<file path="src/rtl/uart_pkg.sv">
// uart_pkg
//   Shared definitions for the uart_trx block: FSM state encodings for the
//   transmit and receive halves, frame geometry, and the default bit period.
//   Ports: none (package).

package uart_pkg;

    localparam int DATA_BITS        = 8;
    localparam int FRAME_BITS       = 10;    // start + 8 data + stop
    localparam int BAUD_DIV_DEFAULT = 2604;  // 19200 baud at 50 MHz

    typedef enum logic {
        TX_IDLE,
        TX_TRANSMITTING
    } tx_state_t;

    typedef enum logic {
        RX_IDLE,
        RX_RECEIVING
    } rx_state_t;

endpackage

</file>
<file path="src/rtl/uart_rx_core.sv">
// uart_rx_core
//   8N1 deserializer. RX is synchronized through two flops (preset high) and
//   a falling edge on the synchronized line starts a frame. The first
//   interval is half a bit so every later sample lands at a bit midpoint.
//   A start bit that reads back high is treated as a glitch and dropped.
//   After the stop-bit sample a further half bit elapses before rdy is set,
//   which places rdy at the end of the stop bit. The stop bit is not checked.
//   Ports:
//     clk, rst_n  - clock, asynchronous active-low reset
//     RX          - serial input, asynchronous to clk
//     clr_rdy     - synchronous clear of rdy (frame completion wins)
//     rdy         - new byte available in cmd
//     cmd         - last completed byte

module uart_rx_core
    import uart_pkg::*;
#(
    parameter int BAUD_DIV = BAUD_DIV_DEFAULT
) (
    input  logic                 clk,
    input  logic                 rst_n,
    input  logic                 RX,
    input  logic                 clr_rdy,
    output logic                 rdy,
    output logic [DATA_BITS-1:0] cmd
);

    localparam int CNT_W = $clog2(BAUD_DIV);
    // Down-counter reload values; an interval of N cycles loads N-1
    localparam logic [CNT_W-1:0] HALF_LOAD = CNT_W'(BAUD_DIV / 2 - 1);
    localparam logic [CNT_W-1:0] FULL_LOAD = CNT_W'(BAUD_DIV - 1);
    localparam logic [3:0]       STOP_IDX  = 4'(FRAME_BITS - 1);
    localparam logic [3:0]       END_IDX   = 4'(FRAME_BITS);

    rx_state_t              state;
    rx_state_t              state_nxt;
    logic                   rx_meta;
    logic                   rx_sync;
    logic                   rx_sync_d;
    logic                   start_edge;
    logic [CNT_W-1:0]       baud_cnt;
    logic [3:0]             bit_cnt;     // 0 start, 1..8 data, 9 stop, 10 end
    logic [DATA_BITS-1:0]   shift_reg;

    logic begin_frame;
    logic advance;
    logic abort;
    logic finish;

    always_ff @(posedge clk or negedge rst_n) begin
        if (!rst_n) begin
            rx_meta   <= 1'b1;
            rx_sync   <= 1'b1;
            rx_sync_d <= 1'b1;
        end else begin
            rx_meta   <= RX;
            rx_sync   <= rx_meta;
            rx_sync_d <= rx_sync;
        end
    end

    assign start_edge = rx_sync_d & ~rx_sync;

    always_ff @(posedge clk or negedge rst_n) begin
        if (!rst_n) begin
            state <= RX_IDLE;
        end else begin
            state <= state_nxt;
        end
    end

    always_comb begin
        state_nxt   = state;
        begin_frame = 1'b0;
        advance     = 1'b0;
        abort       = 1'b0;
        finish      = 1'b0;
        case (state)
            RX_IDLE: begin
                if (start_edge) begin
                    begin_frame = 1'b1;
                    state_nxt   = RX_RECEIVING;
                end
            end
            RX_RECEIVING: begin
                if (baud_cnt == '0) begin
                    if (bit_cnt == 4'd0 && rx_sync) begin
                        abort     = 1'b1;
                        state_nxt = RX_IDLE;
                    end else if (bit_cnt == END_IDX) begin
                        finish    = 1'b1;
                        state_nxt = RX_IDLE;
                    end else begin
                        advance = 1'b1;
                    end
                end
            end
            default: state_nxt = RX_IDLE;
        endcase
    end

    always_ff @(posedge clk or negedge rst_n) begin
        if (!rst_n) begin
            baud_cnt  <= '0;
            bit_cnt   <= '0;
            shift_reg <= '0;
        end else begin
            if (begin_frame) begin
                baud_cnt <= HALF_LOAD;
                bit_cnt  <= '0;
            end else if (state == RX_RECEIVING) begin
                if (advance) begin
                    bit_cnt  <= bit_cnt + 4'd1;
                    // The stop-bit sample is followed by a half bit to reach
                    // the end of the frame.
                    baud_cnt <= (bit_cnt == STOP_IDX) ? HALF_LOAD : FULL_LOAD;
                    if (bit_cnt >= 4'd1 && bit_cnt <= 4'(DATA_BITS)) begin
                        shift_reg <= {rx_sync, shift_reg[DATA_BITS-1:1]};
                    end
                end else if (abort || finish) begin
                    baud_cnt <= '0;
                    bit_cnt  <= '0;
                end else begin
                    baud_cnt <= baud_cnt - 1'b1;
                end
            end
        end
    end

    // cmd only moves on a completed frame so it is stable while rdy is high
    always_ff @(posedge clk or negedge rst_n) begin
        if (!rst_n) begin
            rdy <= 1'b0;
            cmd <= '0;
        end else begin
            if (finish) begin
                rdy <= 1'b1;
                cmd <= shift_reg;
            end else if (begin_frame || clr_rdy) begin
                rdy <= 1'b0;
            end
        end
    end

endmodule

</file>
<file path="src/rtl/uart_tx_core.sv">
// uart_tx_core
//   8N1 serializer. A one-cycle trmt pulse in IDLE loads {stop, data, start}
//   into a shift register whose LSB drives TX directly, so the start bit
//   appears from the posedge that accepts trmt. Each bit is held for
//   BAUD_DIV cycles; after the tenth shift tx_done is raised and held until
//   the next accepted trmt.
//   Ports:
//     clk, rst_n  - clock, asynchronous active-low reset
//     trmt        - start pulse (ignored while transmitting)
//     tx_data     - byte to send, sampled with trmt
//     TX          - serial output, idles high
//     tx_done     - frame complete flag

module uart_tx_core
    import uart_pkg::*;
#(
    parameter int BAUD_DIV = BAUD_DIV_DEFAULT
) (
    input  logic                 clk,
    input  logic                 rst_n,
    input  logic                 trmt,
    input  logic [DATA_BITS-1:0] tx_data,
    output logic                 TX,
    output logic                 tx_done
);

    localparam int CNT_W = $clog2(BAUD_DIV);
    localparam logic [CNT_W-1:0] BAUD_LAST = CNT_W'(BAUD_DIV - 1);
    localparam logic [3:0]       LAST_BIT  = 4'(FRAME_BITS - 1);

    tx_state_t              state;
    tx_state_t              state_nxt;
    logic [CNT_W-1:0]       baud_cnt;
    logic [3:0]             bit_cnt;
    logic [FRAME_BITS-1:0]  shift_reg;

    // Control strobes decoded from the FSM
    logic load;
    logic shift;
    logic finish;

    always_ff @(posedge clk or negedge rst_n) begin
        if (!rst_n) begin
            state <= TX_IDLE;
        end else begin
            state <= state_nxt;
        end
    end

    always_comb begin
        state_nxt = state;
        load      = 1'b0;
        shift     = 1'b0;
        finish    = 1'b0;
        case (state)
            TX_IDLE: begin
                if (trmt) begin
                    load      = 1'b1;
                    state_nxt = TX_TRANSMITTING;
                end
            end
            TX_TRANSMITTING: begin
                if (baud_cnt == BAUD_LAST) begin
                    shift = 1'b1;
                    if (bit_cnt == LAST_BIT) begin
                        finish    = 1'b1;
                        state_nxt = TX_IDLE;
                    end
                end
            end
            default: state_nxt = TX_IDLE;
        endcase
    end

    always_ff @(posedge clk or negedge rst_n) begin
        if (!rst_n) begin
            baud_cnt  <= '0;
            bit_cnt   <= '0;
            shift_reg <= '1;
            tx_done   <= 1'b0;
        end else begin
            if (load) begin
                shift_reg <= {1'b1, tx_data, 1'b0};
                baud_cnt  <= '0;
                bit_cnt   <= '0;
                tx_done   <= 1'b0;
            end else if (state == TX_TRANSMITTING) begin
                if (shift) begin
                    baud_cnt  <= '0;
                    // Fill with ones so TX rests high once the stop bit is gone
                    shift_reg <= {1'b1, shift_reg[FRAME_BITS-1:1]};
                    bit_cnt   <= finish ? 4'd0 : bit_cnt + 4'd1;
                end else begin
                    baud_cnt <= baud_cnt + 1'b1;
                end
            end
            if (finish) begin
                tx_done <= 1'b1;
            end
        end
    end

    assign TX = shift_reg[0];

endmodule

</file>
<file path="src/rtl/uart_trx.sv">
// uart_trx
//   Full-duplex 8N1 UART for the serial command link. The transmit and
//   receive halves are independent and share only clock, reset and the bit
//   period.
//   Host handshakes:
//     TX side - trmt is a one-cycle request accepted only while idle;
//               tx_done reports completion and stays high until the next
//               accepted trmt (a trmt in a tx_done cycle is accepted).
//     RX side - rdy is raised at the end of each frame and held with cmd
//               stable until clr_rdy or the next start edge clears it; a
//               frame completing in the same cycle as clr_rdy leaves rdy set.
//   Ports:
//     clk, rst_n         - clock, asynchronous active-low reset
//     trmt, tx_data      - transmit request and byte
//     TX, tx_done        - serial out and completion flag
//     RX                 - serial in
//     clr_rdy, rdy, cmd  - receive flag clear, flag, received byte

module uart_trx
    import uart_pkg::*;
#(
    parameter int BAUD_DIV = BAUD_DIV_DEFAULT
) (
    input  logic                 clk,
    input  logic                 rst_n,
    input  logic                 trmt,
    input  logic [DATA_BITS-1:0] tx_data,
    output logic                 TX,
    output logic                 tx_done,
    input  logic                 RX,
    input  logic                 clr_rdy,
    output logic                 rdy,
    output logic [DATA_BITS-1:0] cmd
);

    uart_tx_core #(
        .BAUD_DIV (BAUD_DIV)
    ) u_tx (
        .clk     (clk),
        .rst_n   (rst_n),
        .trmt    (trmt),
        .tx_data (tx_data),
        .TX      (TX),
        .tx_done (tx_done)
    );

    uart_rx_core #(
        .BAUD_DIV (BAUD_DIV)
    ) u_rx (
        .clk     (clk),
        .rst_n   (rst_n),
        .RX      (RX),
        .clr_rdy (clr_rdy),
        .rdy     (rdy),
        .cmd     (cmd)
    );

endmodule

</file>
<file path="config.mk">
export PLATFORM = sky130hd
export DESIGN_NAME = uart_trx
export DESIGN_NICKNAME = d
export VERILOG_FILES = /design/src/rtl/uart_pkg.sv /design/src/rtl/uart_rx_core.sv /design/src/rtl/uart_tx_core.sv /design/src/rtl/uart_trx.sv
export SDC_FILE = /design/constraint.sdc
export NUM_CORES = 1
export LEC_CHECK = 0
export CELL_PAD_IN_SITES_DETAIL_PLACEMENT = 1
export CELL_PAD_IN_SITES_GLOBAL_PLACEMENT = 2
export CORE_MARGIN = 2
export CORE_UTILIZATION = 30
export CTS_CLUSTER_DIAMETER = 30
export DETAILED_ROUTE_END_ITERATION = 12
export PLACE_DENSITY_LB_ADDON = 0.1
export SLEW_MARGIN = 20
export SYNTH_ARGS = -nofsm -noshare
export SYNTH_HDL_FRONTEND = slang
export SYNTH_SLANG_ARGS = --single-unit
</file>
<file path="constraint.sdc">
create_clock -name clk -period 2.4 [get_ports clk]
set_input_delay 0.72 -clock clk [delete_from_list [all_inputs] [get_ports clk]]
set_output_delay 0.72 -clock clk [all_outputs]
set_load 0.02 [all_outputs]
</file>
After elaboration in Yosys (flattened, before gate mapping) --
Index checks and enable logic that the tools add are counted.
Storage, ports and cells: register bits 65, input bits 13, output and inout bits 11, word-level logic and storage cells 92
Operators by class: add/subtract/negate cells 4, $lt $le $gt $ge 2, equal/unequal tests 4, multiplexer cells 48, bitwise operators 5, reductions and logical operators 15
Operators with widths (count):
- two-way mux 12 bit | 8
- two-way mux 4 bit | 8
- two-way mux 10 bit | 3
- two-way mux 1 bit | 27
- adder 12 x 1 -> 12 bit, second input constant | 1
- equality test 12 bit, second input constant | 1
- equality test 4 bit, second input constant | 3
- zero test 12 bit | 1
- subtractor 12 x 1 -> 12 bit, second input constant | 1
- nonzero test 2 bit | 5
- adder 4 x 1 -> 4 bit, second input constant | 2
- >= comparator 4 x 1 -> 1 bit, second input constant | 1
- <= comparator 4 bit, second input constant | 1
- zero test 4 bit | 1
- inverter 1 bit | 4
- one-hot mux 1 bit (2 select lines) | 2
- AND reduction 2 bit | 2
- AND reduction 4 bit | 1
- nonzero test 3 bit | 1
- logical AND 1 bit | 2
- logical OR 1 bit | 2
- AND 1 bit | 1

Logic depth before layout (Yosys ltp) --
word-level depth 10, gate-level depth with buffers 8, gate-level depth less buffers 6

Cells and area by module --
Synthesis repeated with hierarchy kept, for this count alone.
Second synthesis, totals: cells, all modules 292, area total of the unflattened synthesis 3241.9 sq um
Modules (own cells, without submodules):
- uart_rx_core | times used 1, cells an instance 164, area an instance 1899.3 sq um, sequential area each 929.6 sq um
- uart_tx_core | times used 1, cells an instance 128, area an instance 1342.5 sq um, sequential area each 686.9 sq um

Least setup slack after synthesis --
Ideal clock, no wire load.
kind register to register, start point reg u_rx.baud_cnt[0], end point reg u_rx.cmd[0], library setup time 0.125 ns, arrival 1.970 ns, required time 2.275 ns, setup slack 0.306 ns, stages on the path, launching flop included 7, clock period less this slack 2.094 ns, path through dfrtp_1 > inv_1 > ha_1 > nor3b_2 > nand4_4 > nor3_4 > mux2_2
Between the ends: longest elaborated chain between the ends 3
RTL lines:
- start, declared | line uart_rx_core.sv:41 | logic [CNT_W-1:0] baud_cnt;
- start signal, assigned | line uart_rx_core.sv:116 | baud_cnt <= (bit_cnt == STOP_IDX) ? HALF_LOAD : FULL_LOAD;
- start signal, assigned | line uart_rx_core.sv:124 | baud_cnt <= baud_cnt - 1'b1;
- zero test 12 bit | line uart_rx_core.sv:86 | if (baud_cnt == '0) begin
- two-way mux 1 bit | line uart_rx_core.sv:86
- two-way mux 1 bit | line uart_rx_core.sv:78 | case (state)
- end signal, assigned | line uart_rx_core.sv:138 | cmd <= shift_reg;
- end, declared | line uart_rx_core.sv:25 | output logic [DATA_BITS-1:0] cmd
No other way between the ends. A chain may end at the register's enable or synchronous reset.

Final worst setup path --
start point reg u_rx.baud_cnt[0], end point reg u_rx.baud_cnt[0]
Between the ends: longest elaborated chain between the ends 8
RTL lines:
- parallel branches: the longest is 5 deep, another holds subtractor 12 x 1 -> 12 bit
- two-way mux 12 bit (*) | line uart_rx_core.sv:112 | if (advance) begin
- two-way mux 12 bit (*) | line uart_rx_core.sv:111 | end else if (state == RX_RECEIVING) begin
- two-way mux 12 bit (*) | line uart_rx_core.sv:108 | if (begin_frame) begin
Every way passes the cells marked *. The select of a mux whose other input is x is not followed.

==> impl_metrics.yaml <==
critical_path:
  max_stage_delay_ps: 510
  arrival_ps: 2460
  endpoint_kind: "flop"
  critPathKind: "reg -> reg"
  cp_slowest_cell: "or3b_1"
  r2r.worst_path.cells: 7
  required_ps: 2590
  start_kind: "flop"
  crit_path_max_fanout: 11
  path_cells: "inv_1, ha_1, or3b_1, nor4_4, buf_4, mux2i_1, a22oi_1"
floorplan:
  fp.dieW_um: 109
  initial_core_util_pct: 30.6
  design.die.area_um2: 11900
  io_pins: 24
  core.rowCount: 38
  die_h_um: 109
  coreArea_um2: 10800
placed_design:
  place.gp.congestion: 0.766
  port_buffers: 23
  dp_hpwl_um: 5600
  dpl_cell_area_um2: 3760
  dpl_worst_slack_ps: 151
sta:
  timing.slew.headroom_pct: 47.3
  fmax_ghz: 0.442
  tns_ps: 0
  layout_min_cycle_time_ps: 2260
  fin_ws_ps: 138
  worst_pin_slew_ps: 783
  hold_ws_ps: 234
  finalClockSkew_ps: 13.2
  final-setup-viol-count: 0
  drv_slew: 0
  rsz0062_at_grt: "no"
  hold_viol_final: 0
  fin_crit_sh_pct: 94.3
yosys:
  synth_ff_type: "dfrtp_1"
  yosysWarnings: 0
  yosys.area.top_type_share_pct: 39.2
  synth_common_cells: "52 x dfrtp_1, 33 x nand2_1, 26 x nor2_1, 16 x mux2_2, 13 x a21oi_1"
  synthTopCellsByArea: "dfrtp_1 39%, dfstp_2 9.5%, mux2_2 5.4%"
  avgSynthCellArea_um2: 10.5
  seq_area_frac_synth_pct: 48.7
  synthArstFlopShare_pct: 100
  synth_largest_area_cell: "dfrtp_1"
  synth-edff-count: 0
  synth.distinct_cells: 62
  ys_ff_latch: 64
  postSynthCellCount: 315
  syn_area_um2: 3320
  synth_nets: 336
  synth.most_common_cell: "dfrtp_1"
route:
  routed_wl_um: 7930
  avgViaCountPerCell: 5.03
  dr.pass1.iters: 4
  post-route-drc-count: 0
  ant_nets: 0
  drt_iter0_drc: 61
  routedWlPerCell_um: 16.1
  route.vias.total: 2487
grt:
  grtUsageTotal_pct: 14.9
  antenna_found_initial: 0
  grt_pass1_wl_um: 13700
  grt_pass1_vias: 2641
  grt_max_degree: 57
  overflow: 0
clock_network:
  cts.clk_slew.worst_paths_ps: 80
  htree_levels: 3
  postCtsHoldBufs: 0
  clkSinkCount: 64
  cts_buffers: 9
  clockBufferDepth: 2
  cts_resized: 0
  cts_tree: "done"
  root_buffer: "clkbuf_8"
  post_cts_buffers: 0
  clkLatencyLatePin_ps: 340
cells_and_area:
  antenna-diode-count: 0
  drive_gt1_share_pct: 20.1
  final_nets: 370
  area_delta_synth_final_pct: 19.6
  final_area_um2: 3970
power:
  total_power_mw: 3.24
  p_per_area_nw_per_um2: 815
  power_leakage_nw: 1.69
  ir_drop_mv: 0.292
hold_path:
  hp-class: "in -> async"
job:
  maxCapViolCount: 0
status:
  status: "finished clean"
[power by group]
group / internal (mW) / switching [mW]
clock network: 0.533 / 0.439
registers: 1.27 / 0.264
logic: 0.345 / 0.385
total: 2.15 / 1.09
[cells in the final DEF (no fill, tap or decap), types with 3 or more instances in the layout]
master	count
dfstp_2	12
a31oi_1	11
a21oi_1	13
nand3_1	12
xnor2_1	6
clkdlybuf4s50_1	22
nor4_1	3
xor2_1	5
nor3_1	8
buf_4	11
and4_1	3
dfrtp_1	52
inv_1	12
nand2_1	33
nand2b_1	4
nand4b_1	3
nor4bb_1	3
nor2b_1	3
ha_1	8
nor2_1	26
mux2i_1	5
and2_1	3
o22a_1	3
o21ai_0	12
mux2_2	16
clkbuf_8	11
o31ai_1	3
[stage by stage]
| step | std cells | utilization (%) |
|---|---|---|
| final | 494 | 36.6 |
| after floorplan | 315 | - |
| after global placement | 478 | 34.7 |
| after detailed placement | 478 | 34.7 |
| after global routing | 494 | 36.6 |
| after CTS | 494 | 36.6 |
[critical path: cells and delay by family, from the launching register on]
kind                       cells  cell delay, ps
AOI/OAI and AO/OA              1              80
adders and majority gates      1             200
buffers and inverters          2             350
DFF                            1             410
muxes                          1             190
and+or+nand+nor                2             890
[kinds of logic after synthesis]
group | Yosys count | share of synthesized area (%)
fa+ha+maj | 8 | 3.01
compound gates | 61 | 12.7
buf+inv | 24 | 3.13
mux | 21 | 6.93
xor+xnor | 11 | 2.90
simple gates | 126 | 22.6
flops | 64 | 48.7
[final timing paths]
check,start,endpoint,slack (ps)
max,u_rx.baud_cnt[0],u_rx.baud_cnt[0],140
max reg2reg,u_rx.baud_cnt[0],u_rx.baud_cnt[0],140
min,rst_n,u_rx.rdy,230
min in group clk,u_rx.rx_meta,u_rx.rx_sync,360
min reg2reg,u_rx.rx_meta,u_rx.rx_sync,360
max in group asynchronous,rst_n,u_tx.shift_reg[3],1530
[routing by layer]
metal	up-vias	part of all wire [%]	track usage, %
li1	1214	-	-
met1	1241	49	19.6
met2	24	48	24.0
met3	8	2.3	3.95
met4	0	1.4	4.34
met5	-	0	0
[final cells by class]
class | count | area (um^2)
Fill cell | 1209 | 6870
Sequential cell | 64 | 1620
Multi-Input combinational cell | 227 | 1600
Timing Repair Buffer | 35 | 328
Tap cell | 140 | 175
Clock buffer | 11 | 151
Clock inverter | 5 | 55.1
Inverter | 12 | 45.0
Note: power is estimated with default switching activity, not from simulation.
